[src/rtl/multicycle_control.sv]
// Multicycle datapath controller: fetch / decode / memory / execute / branch sequencing.
// Optional retired-instruction counter enabled by defining CTRL_PERF_CNT_EN.
module multicycle_control (
  input  logic        clk,
  input  logic        reset,
  input  logic [6:0]  opcode,
  input  logic        mem_ready,
  output logic [1:0]  alu_operation,
  output logic        alu_src_a,
  output logic [1:0]  alu_src_b,
  output logic        pc_write,
  output logic        pc_write_cond,
  output logic        pc_source,
  output logic        ir_write,
  output logic        mem_read,
  output logic        mem_write,
  output logic        mem_to_reg,
  output logic        reg_write,
  output logic [3:0]  state,
  output logic        illegal,
  output logic [31:0] instr_count
);

  typedef enum logic [3:0] {
    FETCH     = 4'd0,
    DECODE    = 4'd1,
    MEM_ADDR  = 4'd2,
    MEM_READ  = 4'd3,
    MEM_WB    = 4'd4,
    MEM_WRITE = 4'd5,
    EXECUTE   = 4'd6,
    R_WB      = 4'd7,
    BRANCH    = 4'd8,
    TRAP      = 4'd9
  } state_t;

  localparam logic [6:0] OP_LD     = 7'b0000011;
  localparam logic [6:0] OP_SD     = 7'b0100011;
  localparam logic [6:0] OP_RTYPE  = 7'b0110011;
  localparam logic [6:0] OP_BEQ    = 7'b1100011;

  state_t state_q, state_d;
  logic   is_store_q;
  logic   illegal_q;

  always_ff @(posedge clk or posedge reset) begin
    if (reset) state_q <= FETCH;
    else       state_q <= state_d;
  end

  // Opcode bit 5 separates sd from ld; keep it so MEM_ADDR need not see the IR.
  always_ff @(posedge clk or posedge reset) begin
    if (reset)                  is_store_q <= 1'b0;
    else if (state_q == DECODE) is_store_q <= opcode[5];
  end

  always_ff @(posedge clk or posedge reset) begin
    if (reset)                illegal_q <= 1'b0;
    else if (state_q == TRAP) illegal_q <= 1'b1;
  end

  assign illegal = illegal_q | (state_q == TRAP);
  assign state   = state_q;

`ifdef CTRL_PERF_CNT_EN
  logic [31:0] count_q;
  logic        retire;

  // Only completed instructions count; trap exits do not.
  assign retire = (state_d == FETCH) &&
                  ((state_q == MEM_WB) || (state_q == MEM_WRITE) ||
                   (state_q == R_WB)   || (state_q == BRANCH));

  always_ff @(posedge clk or posedge reset) begin
    if (reset)       count_q <= 32'd0;
    else if (retire) count_q <= count_q + 32'd1;
  end

  assign instr_count = count_q;
`else
  assign instr_count = 32'd0;
`endif

  always_comb begin
    state_d       = FETCH;
    alu_operation = 2'b00;
    alu_src_a     = 1'b0;
    alu_src_b     = 2'b00;
    pc_write      = 1'b0;
    pc_write_cond = 1'b0;
    pc_source     = 1'b0;
    ir_write      = 1'b0;
    mem_read      = 1'b0;
    mem_write     = 1'b0;
    mem_to_reg    = 1'b0;
    reg_write     = 1'b0;
    case (state_q)
      FETCH: begin
        mem_read  = 1'b1;
        alu_src_b = 2'b01;
        ir_write  = mem_ready;
        pc_write  = mem_ready;
        state_d   = mem_ready ? DECODE : FETCH;
      end
      DECODE: begin
        alu_src_b = 2'b10;
        case (opcode)
          OP_LD, OP_SD: state_d = MEM_ADDR;
          OP_RTYPE:     state_d = EXECUTE;
          OP_BEQ:       state_d = BRANCH;
          default:      state_d = TRAP;
        endcase
      end
      MEM_ADDR: begin
        alu_src_a = 1'b1;
        alu_src_b = 2'b10;
        state_d   = is_store_q ? MEM_WRITE : MEM_READ;
      end
      MEM_READ: begin
        mem_read = 1'b1;
        state_d  = mem_ready ? MEM_WB : MEM_READ;
      end
      MEM_WB: begin
        reg_write  = 1'b1;
        mem_to_reg = 1'b1;
      end
      MEM_WRITE: begin
        mem_write = 1'b1;
        state_d   = mem_ready ? FETCH : MEM_WRITE;
      end
      EXECUTE: begin
        alu_src_a     = 1'b1;
        alu_operation = 2'b10;
        state_d       = R_WB;
      end
      R_WB: begin
        reg_write = 1'b1;
      end
      BRANCH: begin
        alu_src_a     = 1'b1;
        alu_operation = 2'b01;
        pc_write_cond = 1'b1;
        pc_source     = 1'b1;
      end
      default: state_d = FETCH;
    endcase
    // FETCH is the reset state but must not start a memory read while held in reset.
    if (reset) begin
      alu_operation = 2'b00;
      alu_src_a     = 1'b0;
      alu_src_b     = 2'b00;
      pc_write      = 1'b0;
      pc_write_cond = 1'b0;
      pc_source     = 1'b0;
      ir_write      = 1'b0;
      mem_read      = 1'b0;
      mem_write     = 1'b0;
      mem_to_reg    = 1'b0;
      reg_write     = 1'b0;
    end
  end

endmodule
[config.mk]
export PLATFORM = sky130hd
export DESIGN_NAME = multicycle_control
export DESIGN_NICKNAME = d
export VERILOG_FILES = /design/src/rtl/multicycle_control.sv
export SDC_FILE = /design/constraint.sdc
export NUM_CORES = 1
export LEC_CHECK = 0
export ABC_AREA = 1
export BUFFER_PORTS_ARGS = -buffer_cell sky130_fd_sc_hd__buf_2
export CORE_MARGIN = 8
export CORE_UTILIZATION = 38
export CTS_CLUSTER_DIAMETER = 120
export DETAILED_ROUTE_END_ITERATION = 6
export GPL_ROUTABILITY_DRIVEN = 0
export GPL_TIMING_DRIVEN = 0
export PLACE_DENSITY = 0.81
export SLEW_MARGIN = 20
export SYNTH_ARGS = -nofsm -noshare
export SYNTH_HDL_FRONTEND = slang
export SYNTH_SLANG_ARGS = --single-unit
export TNS_END_PERCENT = 10
[constraint.sdc]
create_clock -name clk -period 1.78 [get_ports clk]
set_clock_uncertainty 0.2 [all_clocks]
set_input_delay 0.178 -clock clk [delete_from_list [all_inputs] [get_ports clk]]
set_output_delay 0.178 -clock clk [all_outputs]
set_load 0.005 [all_outputs]
# ---- Yosys cells after proc, flatten, opt, wreduce, memory -nomap -nowiden
# Index checks and enable logic that the tools add are counted.
dict set report totals {
  ff_bits 6
  input_bits 10
  output_inout_bits 50
  elab_cells 47
}
dict set report op_classes {
  n_eq_ne 13
  n_mux 24
  bitwise 1
  n_reduce_logical 6
}
# op n
set op_table {}
lappend op_table {{$pmux W4 S6} 1}
lappend op_table {{$eq A4 B3 Y1 const B} 4}
lappend op_table {{$mux W1} 15}
lappend op_table {{$eq A7 B6 Y1 const B} 2}
lappend op_table {{$pmux W4 S3} 1}
lappend op_table {{$mux W3} 3}
lappend op_table {{$eq A4 B2 Y1 const B} 2}
lappend op_table {{$eq A4 B4 Y1 const B} 2}
lappend op_table {{$pmux W2 S2} 2}
lappend op_table {{$reduce_or A2 Y1} 4}
lappend op_table {{$eq A7 B2 Y1 const B} 1}
lappend op_table {{$eq A7 B7 Y1 const B} 1}
lappend op_table {{$eq A4 B1 Y1 const B} 1}
lappend op_table {{$logic_not A4 Y1} 1}
lappend op_table {{$mux W2} 2}
lappend op_table {{$reduce_or A3 Y1} 1}
lappend op_table {{$or A1 B1 Y1} 1}

# ---- Longest topological paths before layout
# Gate-level depths: netlist of run 1.
dict set report depth {
  depth_word 4
  ltp_mapped 7
  depth_no_buf 7
}

# ---- Worst setup path before layout of run 1
# No wires, ideal clock.
dict set report synth_timing {
  kind {register -> output}
  from {register state_q[0] (netlist: state[0])}
  to {output port pc_write}
  arrival_time_ns 1.032
  required_time_ns 1.402
  slack_ns 0.370
  path_stages_with_launch 5
  path_cell_list {dfrtp_1 > nor2_2 > nand3_1 > nor2_1 > buf_4}
}
dict set report synth_via {
  elab_chain_len 3
}
# element line_no
set synth_rtl {}
lappend synth_rtl {{from (decl)} 42} ;# state_t state_q, state_d;
lappend synth_rtl {{from (signal assigned)} 48} ;# else state_q <= state_d;
lappend synth_rtl {{$logic_not A4 Y1} -}
lappend synth_rtl {{$mux W1 (2 in series)} -}
lappend synth_rtl {{to (decl)} 11} ;# output logic pc_write,
# No other way between the ends.

# ---- Worst setup path after layout of run 1
dict set report layout_timing {
  from {register state_q[3] (netlist: state[3])}
  to {output port pc_write_cond}
}
dict set report layout_via {
  elab_chain_len 3
}
# element line_no
set layout_rtl {}
lappend layout_rtl {{$eq A4 B4 Y1} 97} ;# case (state_q)
lappend layout_rtl {{$mux W1} 97}
lappend layout_rtl {{$mux W1} 148} ;# if (reset) begin
lappend layout_rtl {{to (decl)} 12} ;# output logic pc_write_cond,
# No other way between the ends.

==> impl_metrics.py, run 1 <==
metrics = {
    "clock_network": {
        "cts_inserted_buffers": 3,
        "ctsLongestPathBuffers": 2,
        "clk_slew_on_worst_s_h_paths_ns": 0.05,
        "clock_latency_ns": 0.24,
        "clock_h_tree_levels": 1,
        "cts_num_sinks": 6,
        "cts.root.buffer_cell": "clkbuf_4",
        "cts_tree": "built",
    },
    "placement": {
        "placement.io_buffers": 27,
        "dpl_cell_area_mm2": 0.001026,
        "post-dp-hpwl_um": 1797,
    },
    "routing": {
        "drt-vias-per-instance": 3.851,
        "met3_length_um": 292,
        "initialDrtViolationCount": 13,
        "antenna_left": 0,
        "met2_wirelength_um": 1037,
        "routed-via-count": 801,
        "wl_met1_um": 703,
        "top_signal_layer_used": "met4",
        "routed_wirelength_um": 2060,
        "detail_route.wl_per_cell_um": 9.904,
        "drcViolationCount": 0,
        "drt_pre_antenna_iters": 4,
    },
    "global_routing": {
        "gr-total-overflow": 0,
        "grt_start_max_net_pins": 8,
        "grt_pass1_vias": 721,
        "number_of_antenna_violations_at_the_first_check_in_global_routing": 0,
        "wire_length_of_the_first_global_routing_pass_um": 2904,
        "grt_util_all_layers_pct": 10.34,
    },
    "synthesis": {
        "post_synth.cell_area_avg_um2": 6.385,
        "synth-seq-area-share_pct": 20.27,
        "yosys_warnings": 0,
        "post_syn_area_um2": 740.7,
        "yosys.cell_types.count": 16,
        "synth.ff_latch_count": 6,
        "synthesis.instances": 116,
    },
    "floorplanning": {
        "design.die.area_mm2": 0.003618,
        "start_util_pct": 38.95,
        "core_region_area_mm2": 0.001902,
        "die_height_um": 60.15,
        "die_w_um": 60.15,
        "io_pins": 60,
        "count_of_standard_cell_rows": 16,
    },
    "sta": {
        "grt_setup_unrepaired": "true",
        "timing.final.crit_share_pct": 98.56,
        "maxClockFrequency_ghz": 0.5700,
        "timing.final.max_slew_violations": 0,
        "setup_violations": 0,
        "hold_ws_ns": 0.05184,
        "finalCriticalPeriod_ns": 1.754,
        "final-hold-violation-count": 0,
        "timing.setup.tns_ns": 0,
    },
    "critical_path": {
        "cp_slowest_stage_delay_ns": 0.40,
        "end_kind": "output pin",
        "path_delay_family": "simple AND/OR/NAND/NOR gates",
        "timing.critical_path.fanout_max": 5,
        "startpoint_type": "register",
        "slowest_stage": "dfrtp_1",
        "timing.critical_path.mode_cell": "nor2_2",
        "path_cells": "inv_1 > nor2_2 > nand2_2 > nor2_2 > buf_4 > buf_2",
        "crit_required_ns": 1.40,
        "critical_path_arrival_ns": 1.38,
        "path_buf_inv": 3,
        "critical_path_class": "register to output pin",
    },
    "layout": {
        "most-common-layout-cells": "buf_4, conb_1, buf_2",
        "finish.net_count": 193,
        "share_of_cells_above_drive_strength_1_pct": 46.41,
        "syn_to_final_growth_pct": 50.51,
        "n_antenna_cell": 0,
        "final_cell_area_mm2": 0.001115,
        "post-route-util_pct": 58.62,
        "layout_commonest_cell": "buf_4",
    },
    "worst_hold_path": {
        "min_path_type": "input pin to register",
    },
    "status": {
        "run_status": "complete, no violations",
    },
    "pwr": {
        "totalPowerFinal_uw": 872.3,
        "total_leakage_power_nw": 0.7149,
        "pwr_density_mw_per_mm2": 782.4,
        "ir_worst_vdd_v": 0.0004001,
    },
    "flow_run": {
        "cap_viol_max_count": 0,
    },
}
## per-layer routing
| metal | track usage, % | vias up |
|---|---|---|
| li1 | - | 422 |
| met4 | 3.061 | 0 |
| met1 | 9.024 | 332 |
| met2 | 19.82 | 45 |
| met3 | 5.161 | 2 |
| met5 | 0 | - |
## area by class of cell
| class | count | area, um^2 |
|---|---|---|
| plain buffers | 34 | 255.2 |
| clock buffers | 3 | 22.52 |
| inverters | 16 | 61.31 |
| multi-input cells | 91 | 417.9 |
| repair buffers | 31 | 170.2 |
| well taps | 27 | 33.78 |
| fillers | 181 | 787.0 |
| flip-flops and latches | 6 | 153.9 |
## per-stage QoR
step,setup slack (ns),cells
final,0.02558,208
after global routing,-0.04573,208
after CTS,0.0003356,206
after detailed placement,0.2224,201
after global placement,0.2530,201
after floorplan,0.3695,147
## registers in the layout, summed over array words and instances, names as in the netlist
register and count:
state 4, is_store_q 1, illegal_q 1
## what timing repair did
action / CTS / global route
gates resized for setup: 2 / 9
setup endpoints to repair: 2 / 6
buffers inserted: 0 / 2
hold buffers: 2 / 0
pin swaps: 0 / 2
endpoints found under the hold margin: 7 / 0
## logic make-up after synthesis
kind of cell / count (synthesis) / share of synthesized area (%)
other: 1 / 0.5063
AO/OA/AOI/OAI: 5 / 4.392
flip-flops: 6 / 20.27
buffers and inverters: 50 / 42.73
AND/OR/NAND/NOR: 54 / 32.09
## cells in the mapped netlist
cell	instances	area, um^2
nand3_1	9	45.04
nor2_1	18	67.56
conb_1	1	3.750
nor2_4	1	11.26
nand2_1	18	67.56
clkinv_2	1	5.000
nor2_2	2	12.51
o21ai_0	1	5.000
a31o_2	2	17.52
buf_4	34	255.2
a21oi_1	2	10.01
nand2_2	2	12.51
or2_2	1	6.260
dfrtp_1	6	150.1
nor3_1	3	15.01
inv_1	15	56.30
## tightest hold or removal path, cell delays in order
cell     delay [ns]
buf_2          0.10
nor3_1         0.05
nand3_1        0.06
nand3_1        0.07
## path summary, 6_finish.rpt
path / start / to / slack [ns] / cells after the start
worst max-delay path: state[3] / pc_write_cond / 0.03 / 6
min in group asynchronous: reset / is_store_q / 0.31 / 3
max in group asynchronous: reset / state[1] / 0.82 / 3
worst min-delay path: opcode[6] / state[2] / 0.05 / 4
worst max register to register: state[1] / state[0] / 0.41 / 7
worst min register to register: illegal_q / illegal_q / 0.28 / 1
## power by group
| group | switching [mW] | internal [mW] | total, mW |
|---|---|---|---|
| logic | 0.288 | 0.233 | 0.521 |
| registers | 0.0523 | 0.175 | 0.228 |
| clock network | 0.0473 | 0.0762 | 0.123 |
| total | 0.387 | 0.485 | 0.872 |
Power figures use the tool's default switching activity.
==> run 2, diff against run 1 <==
--- a/config.mk
+++ b/config.mk
@@ -12,7 +12,6 @@
 export CTS_CLUSTER_DIAMETER = 120
 export DETAILED_ROUTE_END_ITERATION = 6
 export GPL_ROUTABILITY_DRIVEN = 0
-export GPL_TIMING_DRIVEN = 0
 export PLACE_DENSITY = 0.81
 export SLEW_MARGIN = 20
 export SYNTH_ARGS = -nofsm -noshare
==> constraint.sdc (replaced) <==
create_clock -name clk -period 1.8 [get_ports clk]
set_clock_uncertainty 0.2 [all_clocks]
set_input_delay 0.18 -clock clk [delete_from_list [all_inputs] [get_ports clk]]
set_output_delay 0.18 -clock clk [all_outputs]
set_load 0.005 [all_outputs]
==> run 2 against run 1 <==
  * Via count shrank 15%
  * Hold slack better by 0.026 ns
  * Sequential power decreased by 4%
  * Count of clock-buffer cells in the layout unchanged
  * Routed wire length down 18%
  * Critical endpoint is now alu_src_b[1]
==> impl_metrics.py, run 2 (synthesis results as in run 1) <==
metrics = {
    "status": {
        "run_status": "complete, no violations",
    },
    "clock_network": {
        "buffer_count_from_post_cts_setup_fixing": 0,
        "cts.root.buffer_cell": "clkbuf_4",
        "clk_slew_on_worst_s_h_paths_ns": 0.04,
        "cts_num_sinks": 6,
        "clock_h_tree_levels": 1,
        "cts_tree": "built",
        "clock_latency_ns": 0.24,
        "cts_inserted_buffers": 3,
        "ctsLongestPathBuffers": 2,
    },
    "global_routing": {
        "grt-busiest-layer": "met2",
        "globalRouteMet2Util_pct": 14.33,
        "number_of_antenna_violations_at_the_first_check_in_global_routing": 0,
        "use_met3_pct": 3.656,
        "grt_util_all_layers_pct": 8.366,
        "wire_length_of_the_first_global_routing_pass_um": 2339,
        "gr-total-overflow": 0,
        "grt_pass1_vias": 572,
        "grt_start_max_net_pins": 8,
        "global_route_met1_usage_pct": 8.748,
    },
    "layout": {
        "layout_commonest_cell": "conb_1",
        "layout.cells.non_filler": 173,
        "finish.net_count": 158,
        "fillers": 213,
        "most-common-layout-cells": "conb_1, buf_2, nand2_1",
        "n_antenna_cell": 0,
        "largest_register_ff_count": 4,
        "syn_to_final_growth_pct": 12.84,
        "share_of_cells_above_drive_strength_1_pct": 30.14,
    },
    "floorplanning": {
        "die_height_um": 60.15,
        "start_util_pct": 38.95,
        "die_w_um": 60.15,
        "count_of_standard_cell_rows": 16,
        "io_pins": 60,
        "core_region_area_mm2": 0.001902,
        "design.die.area_mm2": 0.003618,
    },
    "sta": {
        "grt_setup_unrepaired": "false",
        "finalCriticalPeriod_ns": 1.692,
        "setup_violations": 0,
        "timing.setup.tns_ns": 0,
        "timing.final.max_slew_violations": 0,
        "timing.final.crit_share_pct": 93.97,
        "hold_ws_ns": 0.07785,
        "final-hold-violation-count": 0,
        "maxClockFrequency_ghz": 0.5912,
    },
    "placement": {
        "post-dp-hpwl_um": 1519,
        "placement.io_buffers": 27,
        "dpl.cell_count": 168,
    },
    "worst_hold_path": {
        "min_path_type": "input pin to register",
        "worst_hold_path.num_cells": 4,
        "min_from": "opcode[6]",
        "hold_end": "state[2]",
    },
    "pwr": {
        "pwr_density_mw_per_mm2": 871.1,
        "total_leakage_power_nw": 0.5251,
        "ir_worst_vdd_v": 0.0004797,
    },
    "critical_path": {
        "critical_path_arrival_ns": 1.31,
        "crit_required_ns": 1.42,
        "critical_path_class": "input pin to output pin",
        "worst-r2r-cell-count": 7,
        "r2r-start": "state[2]",
        "worst_r2r_endpoint": "state[0]",
        "end_kind": "output pin",
        "startpoint_type": "input pin",
        "timing.critical_path.fanout_max": 5,
        "rrSetupSlack_ns": 0.47,
    },
    "flow_run": {
        "cap_viol_max_count": 0,
    },
    "routing": {
        "routed-via-count": 677,
        "drt_pre_antenna_iters": 4,
        "drt-vias-per-instance": 3.913,
        "detail_route.wl_per_cell_um": 9.757,
        "initialDrtViolationCount": 10,
        "drcViolationCount": 0,
        "antenna_left": 0,
        "routed_wirelength_um": 1688,
    },
}
## run 2: changes by cell type in the layout (fill, tap and decap cells not counted), sizes merged
cell,delta
buf,-35
## run 2: critical path: stages
cell and delay (ns):
dlygate4sd3_1 0.53, buf_2 0.15, inv_2 0.07, nand2_1 0.08, nor3_1 0.15, buf_2 0.15
## run 2: worst max path at each step
stage | slack, ns | depth (start not counted) | start | end
after floorplan | 0.39 | 4 | state[0] | pc_write
after global placement | 0.33 | 4 | state[2] | alu_src_b[1]
after detailed placement | 0.35 | 4 | state[2] | alu_src_b[1]
after CTS | 0.06 | 6 | reset | reg_write
after global routing | 0.01 | 4 | state[2] | pc_write
final | 0.11 | 6 | reset | alu_src_b[1]
## run 2: final cells by class
class                      instances  area [um^2]  share of cell area [%]
clock buffer                       3        22.52                   2.695
inverter                          16        61.31                   7.335
multi-input combinational         91        405.4                   48.50
sequential                         6        150.1                   17.96
tap                               27        33.78                   4.042
timing repair buffer              30        162.7                   19.46
## run 2: metal layers
metal	vias to the layer above	wire, um
met5	-	0
met2	40	755
met4	0	16
met3	2	297
li1	350	-
met1	285	619
## run 2: where the power goes
part           switching (mW)  total (mW)  internal (mW)
registers              0.0473       0.218          0.171
logic                   0.242       0.391          0.149
clock network          0.0443       0.119         0.0751
## run 2: metrics by stage
step                total power [mW]  cell area, um^2  utilization (%)  setup WS (ns)
floorplan                     0.5159            857.1                -         0.3875
global placement              0.5832            778.2            40.92         0.3344
detailed placement            0.5894            778.2            40.92         0.3510
CTS                           0.7204            820.8            43.16        0.06222
global route                  0.8015            835.8            43.95        0.01274
finish                        0.7280            835.8            43.95         0.1085
## run 2: repair_timing
action                                 in CTS  in global routing
setup endpoints to repair                   0                  7
endpoints found under the hold margin       7                  0
hold buffers                                2                  0
gates resized for setup                     0                  5
